$ cat config.mk
export PLATFORM = sky130hd
export DESIGN_NAME = aes_cbc_ctrl_flat
export DESIGN_NICKNAME = d
export VERILOG_FILES = /design/src/rtl/aes_pkg.sv /design/src/rtl/aes_cbc_ctrl_if.sv /design/src/rtl/aes_cbc_watchdog.sv /design/src/rtl/aes_cbc_ctrl.sv /design/src/flat_wrapper.sv
export SDC_FILE = /design/constraint.sdc
export NUM_CORES = 2
export LEC_CHECK = 0
export BUFFER_PORTS_ARGS = -buffer_cell sky130_fd_sc_hd__buf_2
export CORE_AREA = 2 2 454 456
export CTS_CLUSTER_DIAMETER = 80
export CTS_CLUSTER_SIZE = 14
export DETAILED_ROUTE_END_ITERATION = 7
export DIE_AREA = 0 0 456 458
export PLACE_DENSITY = 0.41
export SLEW_MARGIN = 10
export SYNTH_ARGS = -nofsm -noshare
export SYNTH_HDL_FRONTEND = slang
export SYNTH_HIERARCHICAL = 1
export SYNTH_SLANG_ARGS = --single-unit
$ cat constraint.sdc
create_clock -name Clk -period 2.2 [get_ports Clk]
set_input_delay 0.11 -clock Clk [delete_from_list [all_inputs] [get_ports Clk]]
set_output_delay 0.11 -clock Clk [all_outputs]
set_load 0.01 [all_outputs]
$ cat src/rtl/aes_pkg.sv
// Shared widths, mode encodings and FSM state codes for the AES CBC controller.
// Latency: none (constants only).
// Backpressure: not applicable.
package aes_pkg;
  localparam int BLK_W = 128;
  localparam int KEY_W = 256;

  localparam logic MODE_ENC = 1'b0;
  localparam logic MODE_DEC = 1'b1;

  localparam logic [1:0] ST_IDLE = 2'd0;
  localparam logic [1:0] ST_CRST = 2'd1;
  localparam logic [1:0] ST_RUN  = 2'd2;
  localparam logic [1:0] ST_HOLD = 2'd3;
endpackage

$ cat src/rtl/aes_cbc_ctrl_if.sv
// Block stream between the front end and the CBC controller: input and output valid/ready channels.
// Latency: wires only.
// Backpressure: in_ready / out_ready carry the usual valid/ready semantics.
interface aes_cbc_ctrl_if;
  import aes_pkg::*;

  logic             in_valid;
  logic             in_ready;
  logic [BLK_W-1:0] in_data;
  logic             out_valid;
  logic             out_ready;
  logic [BLK_W-1:0] out_data;

  // front end side: produces input blocks, consumes results
  modport master (
    output in_valid, in_data, out_ready,
    input  in_ready, out_valid, out_data
  );

  // controller side
  modport slave (
    input  in_valid, in_data, out_ready,
    output in_ready, out_valid, out_data
  );
endinterface

$ cat src/rtl/aes_cbc_watchdog.sv
// Cycle watchdog: counts enabled cycles since the last clear and flags expiry on the TIMEOUT_CYCLES-th one.
// Latency: o_expired is combinational from the count, asserted in the TIMEOUT_CYCLES-th enabled cycle.
// Backpressure: none; saturates at expiry until cleared.
module aes_cbc_watchdog #(
  parameter int TIMEOUT_CYCLES = 64
) (
  input  logic Clk,
  input  logic Rst,
  input  logic i_clr,
  input  logic i_en,
  output logic o_expired
);
  localparam int CW = $clog2(TIMEOUT_CYCLES + 1);

  logic [CW-1:0] r_cnt;

  assign o_expired = i_en && (r_cnt == CW'(TIMEOUT_CYCLES - 1));

  // count enabled cycles, holding once expired so the flag cannot wrap away
  always_ff @(posedge Clk) begin
    if (Rst || i_clr) begin
      r_cnt <= '0;
    end else if (i_en && !o_expired) begin
      r_cnt <= r_cnt + CW'(1);
    end
  end
endmodule

$ cat src/rtl/aes_cbc_ctrl.sv
// CBC chaining controller driving an external AES_256 core through its reset/En/done handshake.
// Latency: accept -> 1 core-reset cycle -> core latency -> result held; one block per (core latency + 3) cycles.
// Backpressure: in_ready only in IDLE; a result is held stable in HOLD until out_ready.
module aes_cbc_ctrl
  import aes_pkg::*;
#(
  parameter int TIMEOUT_CYCLES = 64,
  parameter int CNT_W          = 16
) (
  input  logic              Clk,
  input  logic              Rst,
  input  logic [KEY_W-1:0]  cfg_key,
  input  logic [BLK_W-1:0]  cfg_iv,
  input  logic              cfg_decrypt,
  input  logic              cfg_load,
  aes_cbc_ctrl_if.slave     io,
  output logic [KEY_W-1:0]  core_key,
  output logic              core_encryp_decrypt,
  output logic [BLK_W-1:0]  core_data_in,
  output logic              core_rst_n,
  output logic              core_en,
  input  logic [BLK_W-1:0]  core_data_out,
  input  logic              core_done,
  output logic [CNT_W-1:0]  blk_count,
  output logic              err_timeout
);
  logic [1:0]       r_state;
  logic [KEY_W-1:0] r_key;
  logic             r_mode;
  logic [BLK_W-1:0] r_chain;
  logic [BLK_W-1:0] r_ct_hold;
  logic [BLK_W-1:0] r_core_din;
  logic [BLK_W-1:0] r_res;
  logic [CNT_W-1:0] r_cnt;
  logic             r_err;
  logic             w_in_fire;
  logic             w_expired;
  logic             w_run;

  assign w_run     = (r_state == ST_RUN);
  // a cfg_load cycle must not also swallow a block; Rst gating keeps in_ready low while in reset
  assign io.in_ready  = (r_state == ST_IDLE) && !cfg_load && !Rst;
  assign w_in_fire    = io.in_valid && io.in_ready;
  assign io.out_valid = (r_state == ST_HOLD);
  assign io.out_data  = r_res;

  // the core is held in reset everywhere except RUN, so each block starts from a clean core
  assign core_rst_n          = w_run;
  assign core_en             = w_run;
  assign core_key            = r_key;
  assign core_encryp_decrypt = ~r_mode;
  assign core_data_in        = r_core_din;
  assign blk_count           = r_cnt;
  assign err_timeout         = r_err;

  aes_cbc_watchdog #(
    .TIMEOUT_CYCLES (TIMEOUT_CYCLES)
  ) u_wdog (
    .Clk       (Clk),
    .Rst       (Rst),
    .i_clr     (!w_run),
    .i_en      (w_run),
    .o_expired (w_expired)
  );

  // block sequencing, chaining state and configuration latch
  always_ff @(posedge Clk) begin
    if (Rst) begin
      r_state    <= ST_IDLE;
      r_key      <= '0;
      r_mode     <= MODE_ENC;
      r_chain    <= '0;
      r_ct_hold  <= '0;
      r_core_din <= '0;
      r_res      <= '0;
      r_cnt      <= '0;
      r_err      <= 1'b0;
    end else begin
      case (r_state)
        ST_IDLE: begin
          if (cfg_load) begin
            r_key   <= cfg_key;
            r_mode  <= cfg_decrypt;
            r_chain <= cfg_iv;
            r_cnt   <= '0;
            r_err   <= 1'b0;
          end else if (w_in_fire) begin
            if (r_mode == MODE_DEC) begin
              r_core_din <= io.in_data;
              r_ct_hold  <= io.in_data;
            end else begin
              r_core_din <= io.in_data ^ r_chain;
            end
            r_state <= ST_CRST;
          end
        end
        ST_CRST: begin
          r_state <= ST_RUN;
        end
        ST_RUN: begin
          // done wins over a same-cycle expiry: the result is already valid
          if (core_done) begin
            if (r_mode == MODE_DEC) begin
              r_res   <= core_data_out ^ r_chain;
              r_chain <= r_ct_hold;
            end else begin
              r_res   <= core_data_out;
              r_chain <= core_data_out;
            end
            r_state <= ST_HOLD;
          end else if (w_expired) begin
            r_err   <= 1'b1;
            r_state <= ST_IDLE;
          end
        end
        default: begin
          if (io.out_ready) begin
            r_cnt   <= r_cnt + CNT_W'(1);
            r_state <= ST_IDLE;
          end
        end
      endcase
    end
  end
endmodule
$ cat src/flat_wrapper.sv
// flat-port wrapper written by rule: the top's interface ports become plain ports
module aes_cbc_ctrl_flat import aes_pkg::*;
#(
  parameter int TIMEOUT_CYCLES = 64,
  parameter int CNT_W          = 16
)
  (Clk, Rst, cfg_key, cfg_iv, cfg_decrypt, cfg_load, core_key, core_encryp_decrypt, core_data_in, core_rst_n, core_en, core_data_out, core_done, blk_count, err_timeout, io_in_valid, io_in_data, io_out_ready, io_in_ready, io_out_valid, io_out_data);
  aes_cbc_ctrl_if io_i ();
  input  logic Clk;
  input  logic Rst;
  input  logic [KEY_W-1:0] cfg_key;
  input  logic [BLK_W-1:0] cfg_iv;
  input  logic cfg_decrypt;
  input  logic cfg_load;
  output logic [KEY_W-1:0] core_key;
  output logic core_encryp_decrypt;
  output logic [BLK_W-1:0] core_data_in;
  output logic core_rst_n;
  output logic core_en;
  input  logic [BLK_W-1:0] core_data_out;
  input  logic core_done;
  output logic [CNT_W-1:0] blk_count;
  output logic err_timeout;
  input wire logic [$bits(io_i.in_valid)-1:0] io_in_valid;
  input wire logic [$bits(io_i.in_data)-1:0] io_in_data;
  input wire logic [$bits(io_i.out_ready)-1:0] io_out_ready;
  output wire logic [$bits(io_i.in_ready)-1:0] io_in_ready;
  output wire logic [$bits(io_i.out_valid)-1:0] io_out_valid;
  output wire logic [$bits(io_i.out_data)-1:0] io_out_data;
  assign io_i.in_valid = io_in_valid;
  assign io_i.in_data = io_in_data;
  assign io_i.out_ready = io_out_ready;
  assign io_in_ready = io_i.in_ready;
  assign io_out_valid = io_i.out_valid;
  assign io_out_data = io_i.out_data;
  aes_cbc_ctrl #(.TIMEOUT_CYCLES(TIMEOUT_CYCLES), .CNT_W(CNT_W)) u_core (.Clk(Clk), .Rst(Rst), .cfg_key(cfg_key), .cfg_iv(cfg_iv), .cfg_decrypt(cfg_decrypt), .cfg_load(cfg_load), .io(io_i), .core_key(core_key), .core_encryp_decrypt(core_encryp_decrypt), .core_data_in(core_data_in), .core_rst_n(core_rst_n), .core_en(core_en), .core_data_out(core_data_out), .core_done(core_done), .blk_count(blk_count), .err_timeout(err_timeout));
endmodule
Yosys cells after proc, flatten, opt, wreduce, memory -nomap -nowiden. Cells that the tools add are included.

Reductions and logical operators: 23. $add $sub $neg: 2. Multiplexer cells: 19. Bitwise logic cells: 5. Equal/unequal tests: 11.

Operators by type and width (count): 128-bit two-way mux (5); 128-bit one-hot mux with 2 select lines (1); 128-bit bitwise XOR (2); 16-bit two-way mux (2); 16-bit one-hot mux with 2 select lines (1); 16-bit by 1-bit adder with 16-bit output, second input constant (1); 4-bit AND reduction (3); 2-bit two-way mux (5); 3-bit AND reduction (3); 2-bit != test, second input constant (4); 7-bit by 1-bit adder with 7-bit output, second input constant (1); 7-bit by 6-bit equality test with 1-bit output, second input constant (1); 2-bit one-hot mux with 3 select lines (1); 1-bit logical AND (5); 2-bit equality test, second input constant (2); 1-bit logical NOT (4); 2-bit by 1-bit != test with 1-bit output, second input constant (2); 2-bit AND reduction (2); 2-bit nonzero test (2); 4-bit nonzero test (1); 1-bit two-way mux (3); 3-bit by 2-bit != test with 1-bit output, second input constant (1); 1-bit inverter (3); 2-bit by 1-bit equality test with 1-bit output, second input constant (1); 4 further kinds (4).

Output and inout bits: 534. Logic and storage cells: 70. Register bits after elaboration: 795. Bits of input ports: 647.

Depth between registers and ports, before layout.
Depth in word-level cells: 7. Depth in mapped cells: 10. Gate-level depth less buffers: 9.

By module. Netlist, hierarchy kept.

By module, submodules not included: aes_cbc_ctrl (cells each 4047, area each 33064.2 µm², times used 1, sequential area each 15775.1 µm²); aes_cbc_watchdog (cells each 37, area each 331.6 µm², times used 1, sequential area each 140.1 µm²).

Least setup slack after synthesis. Ideal clock, no wire load.

Path kind: register to register. Start: register u_core.r_state[0]. End: register u_core.u_wdog.r_cnt[4]. Buffers on the path: 3. Slack: -0.086 ns. Data arrival time: 2.211 ns. Period minus slack after synthesis: 2.286 ns. Stages on the path, launching flop included: 10. Required time: 2.126 ns. Setup time: 0.074 ns. Cells stage by stage: dfxtp_1 > inv_1 > ha_1 > clkbuf_1 > clkbuf_1 > clkbuf_1 > inv_1 > nor2_1 > o21ai_0 > a31oi_1.

Word-level cells in the longest chain between the ends: 4. Elaborated cells on any way between the ends: 6. Those cells by class: 1 x eq/ne; 5 x reduce/logical.

Ends and longest elaborated chain: start, declared (line aes_cbc_ctrl.sv:27) `logic [1:0] r_state;`; start signal, assigned (line aes_cbc_ctrl.sv:69) `r_state <= ST_IDLE;`; start signal, assigned (line aes_cbc_ctrl.sv:94) `r_state <= ST_CRST;`; start signal, assigned (line aes_cbc_ctrl.sv:98) `r_state <= ST_RUN;`; 2-bit equality test (*) (line aes_cbc_ctrl.sv:40) `assign w_run = (r_state == ST_RUN);`; via core_en (line flat_wrapper.sv:19) `output logic core_en;`; 1-bit logical AND (line aes_cbc_watchdog.sv:17) `assign o_expired = i_en && (r_cnt == CW'(TIMEOUT_CYCLES - 1));`; 1-bit logical NOT (line aes_cbc_watchdog.sv:23) `end else if (i_en && !o_expired) begin`; 1-bit logical AND (line aes_cbc_watchdog.sv:23); end signal, assigned (line aes_cbc_watchdog.sv:24) `r_cnt <= r_cnt + CW'(1);`; end, declared (line aes_cbc_watchdog.sv:15) `logic [CW-1:0] r_cnt;`.

The timed path passes the listed nets; every way through them passes the cells marked *. A chain may end at the register's enable or synchronous reset.

Final worst setup path.
Start: register u_core.r_state[1]. End: register u_core.r_chain[68].

Word-level cells in the longest chain between the ends: 3. Elaborated cells on any way between the ends: 7. Those cells by class: 3 x eq/ne; 1 x mux; 3 x reduce/logical.

Ends and longest elaborated chain: 2-bit equality test or 2-bit logical NOT (tied branches) (line aes_cbc_ctrl.sv:79) `case (r_state)`; 2-bit != test (no line) or 2-bit nonzero test (tied branches); 3-bit AND reduction (no line); end signal, assigned (line aes_cbc_ctrl.sv:84) `r_chain <= cfg_iv;`; end signal, assigned (line aes_cbc_ctrl.sv:105) `r_chain <= r_ct_hold;`; end signal, assigned (line aes_cbc_ctrl.sv:108) `r_chain <= core_data_out;`; end, declared (line aes_cbc_ctrl.sv:30) `logic [BLK_W-1:0] r_chain;`.

Parallel ways exist; a longest one is shown, timed or not.

==> results.cfg <==
[logic_synthesis]
synth_warnings = 6
postSynth.asyncResetShare_pct = 0
ys_seq_area_share_pct = 47.7
synth.most_common_cell = sky130_fd_sc_hd__nand2_1
yosysUniqueCellTypes = 49
yosys-top-cells-count = sky130_fd_sc_hd__nand2_1, sky130_fd_sc_hd__dfxtp_1, sky130_fd_sc_hd__a21oi_1
yosys.area.top_type_share_pct = 47.7
ys_top_cells_by_area = sky130_fd_sc_hd__dfxtp_1, sky130_fd_sc_hd__nand2_1, sky130_fd_sc_hd__a21oi_1
synth_area_per_cell_sq_um = 8.18
syn-num-nets = 4738
post_synthesis_cell_area_sq_um = 33400
synthDominantAreaCellType = sky130_fd_sc_hd__dfxtp_1
synth-edff-count = 0
synth_cells = 4084
postSynth.topFlopCell = sky130_fd_sc_hd__dfxtp_1
number_of_storage_elements_in_the_synthesis_netlist = 795

[detailed_routing]
drt_pass1_iterations = 6
postRouteAntennaNets = 0
detail_route.wirelength_um = 165000
dr_total_vias = 34800
drt-initial-drc-count = 2042
wl_per_cell_um = 19.2
drt_drc_violations_left = 0
vias_per_instance = 4.06

[floorplan]
die-height_um = 458
chip_width_um = 456
floorplan.initialDensity_pct = 16.4
floorplan.rows = 166
core_region_area_sq_um = 204000
ios = 1181
die_area_sq_um = 209000

[final_layout]
nNetsFinal = 6470
area_growth_pct = 56.3
utilization_pct = 25.6
layout.cells.non_filler = 8560
drive_above_1_share_pct = 25.2

[global_routing]
global_route.overflow_total = 0
grt_first_pass_wirelength_um = 237000
grt_use_total_pct = 15.1
grt_start_max_net_pins = 113
antenna_found_initial = 20
grt_pass1_vias = 34400

[worst_hold_path]
holdPathStages = 4
hold_path.class = in -> reg

[place]
place.detailed.hpwl_um = 124000
placedCellCount = 7775
gp_congestion = 0.902
port-buffer-count = 1180

[pwr]
p_clk_share_pct = 39.5
p_leak_uw = 0.0207
power_switching_share_pct = 28.9
share_comb_of_total_power_pct = 16.7
power_density_nw_per_um2 = 678
max-vdd-ir-drop_v = 0.000542
switchingPower_uw = 10200
p_seq_share_pct = 43.8
intPower_uw = 25200

[sta]
worst_clk_skew_ns = 0.0485
timing.final.setup_violations = 0
min_period_over_period_pct = 95.4
timing.final.max_slew_violations = 0
finalHoldViolCount = 0
tightest_slew_ns = 0.708
fin_tns_setup_ns = 0
tightest_slew_margin_relative_to_the_limit_pct = 52.8
clock.fmax_ghz = 0.476
min_period_ns = 2.10
setup_repair_after_global_routing_missed_its_margin = false

[worst_setup_path]
crit_fanout = 22
worstRegToRegCells = 8
type_of_origin_of_the_critical_path = flop
timing.critical_path.to_type = flop
cp.required_ns = 2.82
critPathKind = reg -> reg
arrival_time_at_the_worst_endpoint_ns = 2.72

[clocking]
post-cts-setup-buffer-count = 0
cts_inserted_buffers = 79
tritoncts = done
clk_path_buf_depth = 3
htreeDepth = 3
path_clk_slew_ns = 0.07
cts_root_buf = sky130_fd_sc_hd__clkbuf_16
numClockSinks = 795
worstSkewPairLatency_ns = 0.73

[outcome]
run_status = finished, final reports clean

[flow_run]
max-cap-violations = 0
==> flip-flops by register name, indices dropped and copies added (netlist names) <==
register	count
u_core/io.out_data	128
u_core/core_data_in	128
u_core/u_wdog/r_cnt	7
u_core/r_chain	128
u_core/err_timeout	1
u_core/r_ct_hold	128
u_core/r_state	2
u_core/blk_count	16
u_core/core_key	256
u_core/r_mode	1
==> repair_timing <==
item / in CTS / in global routing
gates resized for setup: 4 / 5
endpoints found under the setup margin: 3 / 4
hold buffers: 648 / 0
pin swaps: 0 / 0
hold endpoints to repair: 774 / 0
==> stage by stage <==
step / hold slack, ns / power (uW) / setup WS (ns) / area, sq um
2_1_floorplan: 0.187 / 18100 / 0.0708 / 33400
3_3_place_gp: 0.351 / 20800 / 0.0863 / 43100
3_5_place_dp: 0.358 / 20800 / 0.0437 / 43100
4_1_cts: 0.0607 / 36100 / 0.00843 / 52100
5_1_grt: 0.118 / 37100 / 0.00741 / 52200
6_report: 0.169 / 35400 / 0.100 / 52200
==> logic make-up (layout without fill, tap and decap cells) <==
kind of cell             after synthesis  in the layout  synth area share [%]
AND/OR/NAND/NOR                     1616           1616                  21.0
AO/OA/AOI/OAI                        933            933                  16.0
flip-flops                           795            795                  47.7
buffers and inverters                338           2117                  4.17
XOR/XNOR                             266            266                  6.98
multiplexers                         129            129                  3.88
adder cells (fa/ha/maj)                7              7                 0.262
other                                  0              9                     0
==> layer usage <==
metal	vias up	global-route usage, %	share of wire [%]
met5	-	0	0.059
met4	16	5.96	3.5
met3	204	3.55	5.9
met2	1017	26.0	49
met1	16500	18.0	42
li1	17100	-	-
==> placed cells by master, fill, tap and decap left out, types with 8 or more instances in the layout <==
master                          instances
sky130_fd_sc_hd__o211ai_1             130
sky130_fd_sc_hd__o21ai_0               98
sky130_fd_sc_hd__dfxtp_1              794
sky130_fd_sc_hd__diode_2                9
sky130_fd_sc_hd__xnor2_1              136
sky130_fd_sc_hd__nand2_1             1161
sky130_fd_sc_hd__nor2_1               143
sky130_fd_sc_hd__dlygate4sd3_1        648
sky130_fd_sc_hd__buf_2               1178
sky130_fd_sc_hd__nor2b_1              130
sky130_fd_sc_hd__a211oi_1             128
sky130_fd_sc_hd__buf_4                107
sky130_fd_sc_hd__mux2i_1              128
sky130_fd_sc_hd__clkbuf_1               8
sky130_fd_sc_hd__nand3_1                8
sky130_fd_sc_hd__nand3b_1             128
sky130_fd_sc_hd__a21oi_1              524
sky130_fd_sc_hd__xor2_1               130
sky130_fd_sc_hd__clkbuf_16             81
sky130_fd_sc_hd__buf_12                49
sky130_fd_sc_hd__o21ai_1               41
==> critical path, stage by stage, from the launching register on <==
cell and delay (ns):
sky130_fd_sc_hd__dfxtp_1 0.39, sky130_fd_sc_hd__inv_1 0.11, sky130_fd_sc_hd__ha_4 0.19, sky130_fd_sc_hd__buf_4 0.17
sky130_fd_sc_hd__o211ai_1 0.39, sky130_fd_sc_hd__buf_12 0.25, sky130_fd_sc_hd__buf_12 0.21, sky130_fd_sc_hd__nand2_1 0.07
sky130_fd_sc_hd__a21oi_1 0.15
==> cell type report <==
class                   instances  area [sq um]
fillers                     22300        152000
inverters                       6          22.5
flip-flops and latches        795         15900
well taps                    2688          3360
multi-input cells            2951         16200
repair buffers               1983         14200
diodes                          9          22.5
clock inverters                32           360
clock buffers                  96          2150
==> power by group through the flow <==
stage               clock network [uW]  logic [uW]  registers, uW
floorplan                            0        2190          16000
global placement                     0        4950          15800
detailed placement                   0        4960          15800
CTS                              14600        6000          15500
global route                     15100        6400          15600
finish                           14000        5910          15500
==> path summary, 6_finish.rpt <==
path	start	end	slack, ns
setup / recovery	u_core/r_state[1]$_SDFFE_PP0P_	u_core/r_chain[68]$_SDFFE_PP0P_	0.10
hold / removal	cfg_key[34]	u_core/core_key[34]$_SDFFE_PP0P_	0.17
setup reg to reg	u_core/r_state[1]$_SDFFE_PP0P_	u_core/r_chain[68]$_SDFFE_PP0P_	0.10
hold reg to reg	u_core/core_key[35]$_SDFFE_PP0P_	u_core/core_key[35]$_SDFFE_PP0P_	0.45
Power figures use the tool's default switching activity.
